[config.mk]
export PLATFORM = sky130hd
export DESIGN_NAME = hex_display_feed_flat
export DESIGN_NICKNAME = d
export VERILOG_FILES = /design/src/rtl/hex_display_feed_if.sv /design/src/rtl/hex_display_feed.sv /design/src/flat_wrapper.sv
export SDC_FILE = /design/constraint.sdc
export NUM_CORES = 1
export LEC_CHECK = 0
export CAP_MARGIN = 20
export CORE_MARGIN = 2
export CORE_UTILIZATION = 55
export CTS_CLUSTER_DIAMETER = 60
export CTS_CLUSTER_SIZE = 20
export DETAILED_ROUTE_END_ITERATION = 8
export DONT_BUFFER_PORTS = 1
export PLACE_DENSITY = 0.7
export SYNTH_ARGS = -nofsm -noshare
export SYNTH_HDL_FRONTEND = slang
export SYNTH_SLANG_ARGS = --single-unit
[constraint.sdc]
create_clock -name clk -period 2.2 [get_ports clk]
set_input_delay 0.22 -clock clk [delete_from_list [all_inputs] [get_ports clk]]
set_output_delay 0.22 -clock clk [all_outputs]
set_load 0.03 [all_outputs]
[src/rtl/hex_display_feed_if.sv]
// Interface bundle for hex_display_feed: byte/strobe/control inputs towards
// the feed, registered segment patterns and refresh status back to the mux.
interface hex_display_feed_if;
  logic [7:0] value;
  logic       load;
  logic       en;
  logic       blank_lz;
  logic [6:0] disp0;
  logic [6:0] disp1;
  logic       divided_clk;
  logic       frame_tick;
  logic       pending;

  modport master (
    output value, load, en, blank_lz,
    input  disp0, disp1, divided_clk, frame_tick, pending
  );

  modport slave (
    input  value, load, en, blank_lz,
    output disp0, disp1, divided_clk, frame_tick, pending
  );
endinterface

[src/rtl/hex_display_feed.sv]
// Source stage for a two-digit seven-segment mux: shadows a loaded byte and
// commits it to registered segment patterns only at refresh-frame wraps.
module hex_display_feed #(
  parameter int unsigned DIV_BITS       = 16,
  parameter bit          SEG_ACTIVE_LOW = 1'b0
) (
  input logic               clk,
  input logic               rst_n,
  hex_display_feed_if.slave bus
);

  localparam logic [6:0] SEG_POL = {7{SEG_ACTIVE_LOW}};
  localparam logic [6:0] BLANK   = SEG_POL;

  logic [DIV_BITS-1:0] cnt_q, cnt_d;
  logic [7:0]          shadow_q, shadow_d;
  logic [7:0]          committed_q, committed_d;
  logic                pending_q, pending_d;
  logic [6:0]          disp0_q, disp0_d;
  logic [6:0]          disp1_q, disp1_d;
  logic                tick_q, tick_d;
  logic                wrap;
  logic [7:0]          src;
  logic                hi_blank;

  function automatic logic [6:0] decode(input logic [3:0] nib);
    logic [6:0] seg;
    seg = '0;
    unique case (nib)
      4'h0: seg = 7'h3F;
      4'h1: seg = 7'h06;
      4'h2: seg = 7'h5B;
      4'h3: seg = 7'h4F;
      4'h4: seg = 7'h66;
      4'h5: seg = 7'h6D;
      4'h6: seg = 7'h7D;
      4'h7: seg = 7'h07;
      4'h8: seg = 7'h7F;
      4'h9: seg = 7'h6F;
      4'hA: seg = 7'h77;
      4'hB: seg = 7'h7C;
      4'hC: seg = 7'h39;
      4'hD: seg = 7'h5E;
      4'hE: seg = 7'h79;
      4'hF: seg = 7'h71;
    endcase
    return seg;
  endfunction

  // Next-state: prescaler, shadow capture, and frame-boundary commit.
  // A load on the wrap cycle bypasses the shadow; a wrap with nothing
  // pending re-decodes the committed byte so blank_lz changes take effect.
  always_comb begin
    wrap        = bus.en && (cnt_q == '1);
    cnt_d       = bus.en ? cnt_q + DIV_BITS'(1) : cnt_q;
    src         = bus.load ? bus.value : (pending_q ? shadow_q : committed_q);
    hi_blank    = bus.blank_lz && (src[7:4] == 4'h0);
    shadow_d    = bus.load ? bus.value : shadow_q;
    pending_d   = wrap ? 1'b0 : (bus.load ? 1'b1 : pending_q);
    committed_d = wrap ? src : committed_q;
    disp0_d     = wrap ? (decode(src[3:0]) ^ SEG_POL) : disp0_q;
    disp1_d     = disp1_q;
    if (wrap) begin
      disp1_d = hi_blank ? BLANK : (decode(src[7:4]) ^ SEG_POL);
    end
    tick_d      = wrap;
  end

  // State registers with asynchronous active-low reset to a blank display.
  always_ff @(posedge clk or negedge rst_n) begin
    if (!rst_n) begin
      cnt_q       <= '0;
      shadow_q    <= '0;
      committed_q <= '0;
      pending_q   <= 1'b0;
      disp0_q     <= BLANK;
      disp1_q     <= BLANK;
      tick_q      <= 1'b0;
    end else begin
      cnt_q       <= cnt_d;
      shadow_q    <= shadow_d;
      committed_q <= committed_d;
      pending_q   <= pending_d;
      disp0_q     <= disp0_d;
      disp1_q     <= disp1_d;
      tick_q      <= tick_d;
    end
  end

  assign bus.disp0       = disp0_q;
  assign bus.disp1       = disp1_q;
  assign bus.divided_clk = cnt_q[DIV_BITS-1];
  assign bus.frame_tick  = tick_q;
  assign bus.pending     = pending_q;

endmodule

[src/flat_wrapper.sv]
// flat-port wrapper written by rule: the top's interface ports become plain ports
module hex_display_feed_flat 
#(
  parameter int unsigned DIV_BITS       = 16,
  parameter bit          SEG_ACTIVE_LOW = 1'b0
)
  (clk, rst_n, bus_value, bus_load, bus_en, bus_blank_lz, bus_disp0, bus_disp1, bus_divided_clk, bus_frame_tick, bus_pending);
  hex_display_feed_if bus_i ();
  input logic clk;
  input logic rst_n;
  input wire logic [$bits(bus_i.value)-1:0] bus_value;
  input wire logic [$bits(bus_i.load)-1:0] bus_load;
  input wire logic [$bits(bus_i.en)-1:0] bus_en;
  input wire logic [$bits(bus_i.blank_lz)-1:0] bus_blank_lz;
  output wire logic [$bits(bus_i.disp0)-1:0] bus_disp0;
  output wire logic [$bits(bus_i.disp1)-1:0] bus_disp1;
  output wire logic [$bits(bus_i.divided_clk)-1:0] bus_divided_clk;
  output wire logic [$bits(bus_i.frame_tick)-1:0] bus_frame_tick;
  output wire logic [$bits(bus_i.pending)-1:0] bus_pending;
  assign bus_i.value = bus_value;
  assign bus_i.load = bus_load;
  assign bus_i.en = bus_en;
  assign bus_i.blank_lz = bus_blank_lz;
  assign bus_disp0 = bus_i.disp0;
  assign bus_disp1 = bus_i.disp1;
  assign bus_divided_clk = bus_i.divided_clk;
  assign bus_frame_tick = bus_i.frame_tick;
  assign bus_pending = bus_i.pending;
  hex_display_feed #(.DIV_BITS(DIV_BITS), .SEG_ACTIVE_LOW(SEG_ACTIVE_LOW)) u_core (.clk(clk), .rst_n(rst_n), .bus(bus_i));
endmodule
==> results by stage <==
Outcome:
- The run finished with clean final reports.

Pwr:
- Of the total power, the share spent switching nets is 0.266.
- The internal portion of the total power is 1.52 mW.
- The switching power summed over all nets is 0.549 mW.
- The leakage power is 1.44 nW.
- The sequential share of power is 0.504.
- The largest voltage drop on the vdd net is 0.322 mV.
- The share of total power dissipated in combinational logic is 0.167.
- The proportion of power drawn by the clock network is 0.329.
- The cell area power density is 722 nW/um^2.

Synthesis:
- The per-instance average area after synthesis is 9.79 um^2.
- After synthesis the netlist holds a flip-flop and latch count of 48.
- By count the netlist is led by 48 x sky130_fd_sc_hd__dfrtp_1, 37 x sky130_fd_sc_hd__nand2_1, 22 x sky130_fd_sc_hd__o21ai_0, 16 x sky130_fd_sc_hd__inv_1.
- The sequential cell area fraction in the yosys report is 0.468.
- After technology mapping, the gate count stands at 262.
- The most instantiated library cell after synthesis is sky130_fd_sc_hd__dfrtp_1.
- The async set-reset flop share out of synthesis is 1.00.
- The cell area that synthesis handed to floorplanning was 2560 um^2.
- Yosys printed 0 warnings.
- The post-synth net total is 289.
- The share of synthesized area in the top cell type comes to 0.468.
- The number of distinct library cells after synthesis is 39.
- The flip-flop cell with the highest count after synthesis is sky130_fd_sc_hd__dfrtp_1.
- The cell taking the most area after synthesis is sky130_fd_sc_hd__dfrtp_1.
- Ranked by total cell area, the synthesized netlist is headed by sky130_fd_sc_hd__dfrtp_1 47%, sky130_fd_sc_hd__ha_1 6.8%, sky130_fd_sc_hd__mux2i_1 5.9%.
- The count of flip-flops with a built-in enable after synthesis is 0.

Final layout:
- Of the cells placed in the final design, the portion with a size suffix greater than 1 is 0.113.
- Compared with the post-synthesis result, the final layout area differs by 11.6%.
- Measured on the finished design, the core utilization comes to 0.648.
- The count of antenna diodes in the layout is 0.
- After the last flow step, the layout net total stands at 300.

Floorplan:
- The region available for standard cell placement spans 4410 um^2.
- The initial core utilization is 0.581.
- The count of pins on the block boundary is 30.
- From bottom edge to top edge, the die measures 72.3 um.
- The initialized floorplan defines 24 standard-cell rows.
- The die footprint is 5230 um^2.
- Measured along the x axis, the die boundary spans 72.3 um.

Detailed routing:
- The via total after detailed routing is 1894.
- For this run, design rule violations remaining after detail routing come to 0.
- The first-pass iteration count of the detailed router is 4.
- The average detailed-routed wire length per instance is 15.7 um.
- After detailed routing, the number of vias per cell comes to 5.81.
- The final wirelength is 5130 um.
- The count of nets left with antenna violations once routing finished came out at 0.
- The first routing iteration left 153 violations.

Place:
- The half-perimeter wire length of the detailed placement result is 3640 um.
- The weighted congestion reported at the end of routability-driven placement is 0.969.
- In this run the tool buffered the top-level ports with 0 buffer cells.

Setup path:
- The critical path required time is 2400 ps.
- The startpoint kind of the worst setup timing path is a register.
- STA classifies the critical path endpoint as a register.
- Among all stages on the critical path, the largest delay is contributed by sky130_fd_sc_hd__dfrtp_2.
- Of all nets on the critical path, the largest fanout is 8.
- The worst setup path is of the register to register kind.
- The dominant delay contributor by cell family on the critical path is compound AO/OA/AOI/OAI gates.
- The critical path's largest stage delay is 470 ps.
- The critical path goes through mux2i_1 -> o21a_1 -> inv_1 -> ha_1 -> or3_1 -> o311a_1 -> o31ai_1.
- For the worst setup path, the data arrival time is 2260 ps.
- Counting both buffers and inverters, the worst setup path holds a total of 1.

Global route:
- The number of global-route vias before repair was 1814.
- The initial antenna violation count came to 0.
- Summed over all layers, the global routing overflow is 0.
- The first-pass GRT wire length is 8810 um.
- Entering global routing, the biggest net connects 49 pins.
- In the global route stage, overall resource usage came out at 0.217.

Timing:
- The number of endpoints with negative hold slack in the final report is 0.
- The highest attainable clock frequency is 487 MHz.
- The number of slew-limit violations in the final report is 0.
- Of the available clock period, the critical path in the final layout requires 0.933.
- The final total negative setup slack is 0 ps.
- The number of setup violations in the final report is 0.
- The transition time at the pin with the least slew margin is 599 ps.
- Measured against its own limit, the worst slew margin works out to 0.598.
- After layout, the minimum clock period comes to 2050 ps.
- For the final database, setup skew stands at 5.89 ps.

Flow run:
- The tool flagged a number of max-cap violations equal to 0.

Clocking:
- In this run the clock root is driven by a sky130_fd_sc_hd__clkbuf_8.
- TritonCTS built the clock tree.
- The clock latency on the worst-skew pair is 290 ps.
- In this run the number of H-tree levels came out at 2.
- The clock transition time at the flip-flop clock pins of the worst setup and hold paths is 90 ps.
- The number of buffers created by CTS is 5.
- The total number of clock tree sinks is 48.
- The number of buffers between clock root and the deepest sink is 2.

Worst hold path:
- The classification of the worst-slack hold path is input pin to register.
[layout make-up]
| type | instances | area [um^2] |
|---|---|---|
| Multi-Input combinational cell | 186 | 1260 |
| Clock buffer | 7 | 96.3 |
| Clock inverter | 1 | 30.0 |
| Tap cell | 52 | 65.1 |
| Inverter | 16 | 60.1 |
| Timing Repair Buffer | 16 | 143 |
| Fill cell | 352 | 1550 |
| Sequential cell | 48 | 1200 |
[cells in the final DEF, fill, tap and decap left out, types with 3 or more instances in the layout]
| master | n |
|---|---|
| sky130_fd_sc_hd__a211oi_1 | 3 |
| sky130_fd_sc_hd__a21oi_1 | 5 |
| sky130_fd_sc_hd__buf_4 | 14 |
| sky130_fd_sc_hd__clkbuf_8 | 7 |
| sky130_fd_sc_hd__dfrtp_1 | 47 |
| sky130_fd_sc_hd__ha_1 | 14 |
| sky130_fd_sc_hd__inv_1 | 16 |
| sky130_fd_sc_hd__mux2_2 | 3 |
| sky130_fd_sc_hd__mux2i_1 | 15 |
| sky130_fd_sc_hd__nand2_1 | 37 |
| sky130_fd_sc_hd__nand3_1 | 5 |
| sky130_fd_sc_hd__nand4_1 | 6 |
| sky130_fd_sc_hd__nor2_1 | 15 |
| sky130_fd_sc_hd__nor3_1 | 5 |
| sky130_fd_sc_hd__o21a_1 | 6 |
| sky130_fd_sc_hd__o21ai_0 | 22 |
| sky130_fd_sc_hd__o22ai_1 | 3 |
| sky130_fd_sc_hd__o31ai_1 | 5 |
| sky130_fd_sc_hd__xnor2_1 | 10 |
| sky130_fd_sc_hd__xor2_1 | 8 |
[registers in the layout (all words and copies together) (netlist names)]
name / count
u_core.shadow_q: 8
u_core.cnt_q: 16
u_core.bus.disp0: 7
u_core.bus.pending: 1
u_core.bus.frame_tick: 1
u_core.committed_q: 8
u_core.bus.disp1: 7
[final timing paths]
check / from / end / slack (ps) / cells after the start
min reg2reg: u_core.cnt_q[14] / u_core.cnt_q[14] / 480 / 1
max: u_core.bus.pending / u_core.bus.disp1[0] / 150 / 7
min in group asynchronous: rst_n / u_core.cnt_q[3] / 420 / 2
min: bus_en / u_core.cnt_q[0] / 20 / 1
max in group asynchronous: rst_n / u_core.bus.pending / 1550 / 2
max reg2reg: u_core.bus.pending / u_core.bus.disp1[0] / 150 / 7
[power groups by stage]
stage | combinational [mW] | clock (mW) | sequential (mW)
global placement | 0.312 | 0 | 1.05
floorplan | 0.259 | 0 | 1.04
global route | 0.387 | 0.735 | 1.05
detailed placement | 0.316 | 0 | 1.06
CTS | 0.344 | 0.707 | 1.04
finish | 0.344 | 0.680 | 1.04
[cells by family (layout without fill, tap and decap cells)]
family / after synthesis / count (layout) / share of synthesized area
buffers and inverters: 28 / 40 / 0.0434
flip-flops: 48 / 48 / 0.468
AO/OA/AOI/OAI: 60 / 60 / 0.151
adder cells (fa/ha/maj): 14 / 14 / 0.0683
AND/OR/NAND/NOR: 76 / 76 / 0.136
XOR/XNOR: 18 / 18 / 0.0615
multiplexers: 18 / 18 / 0.0717
[per-stage QoR]
step / instances / hold WS, ps / power [mW] / setup slack [ps] / area [um^2]
detailed placement: 315 / -74.1 / 1.37 / 103 / 2680
global route: 326 / 8.04 / 2.17 / -10.4 / 2860
CTS: 325 / 3.62 / 2.09 / 63.6 / 2840
finish: 326 / 17.9 / 2.06 / 148 / 2860
global placement: 315 / -74.1 / 1.37 / 176 / 2680
floorplan: 262 / -75.6 / 1.30 / 46.7 / 2570
[routing by layer]
| metal | share of wire | GRT usage | vias to the layer above |
|---|---|---|---|
| met5 | 0 | 0 | - |
| met4 | 0.016 | 0.0776 | 0 |
| met3 | 0.056 | 0.0583 | 8 |
| met2 | 0.41 | 0.306 | 47 |
| met1 | 0.52 | 0.321 | 906 |
| li1 | - | - | 933 |
[what timing repair did]
action,CTS,global route
resized for setup,0,5
setup buffers,0,1
hold buffers,2,0
endpoints found under the hold margin,48,0
endpoints found under the setup margin,0,3
No activity file was read; power rests on OpenSTA's default activity.
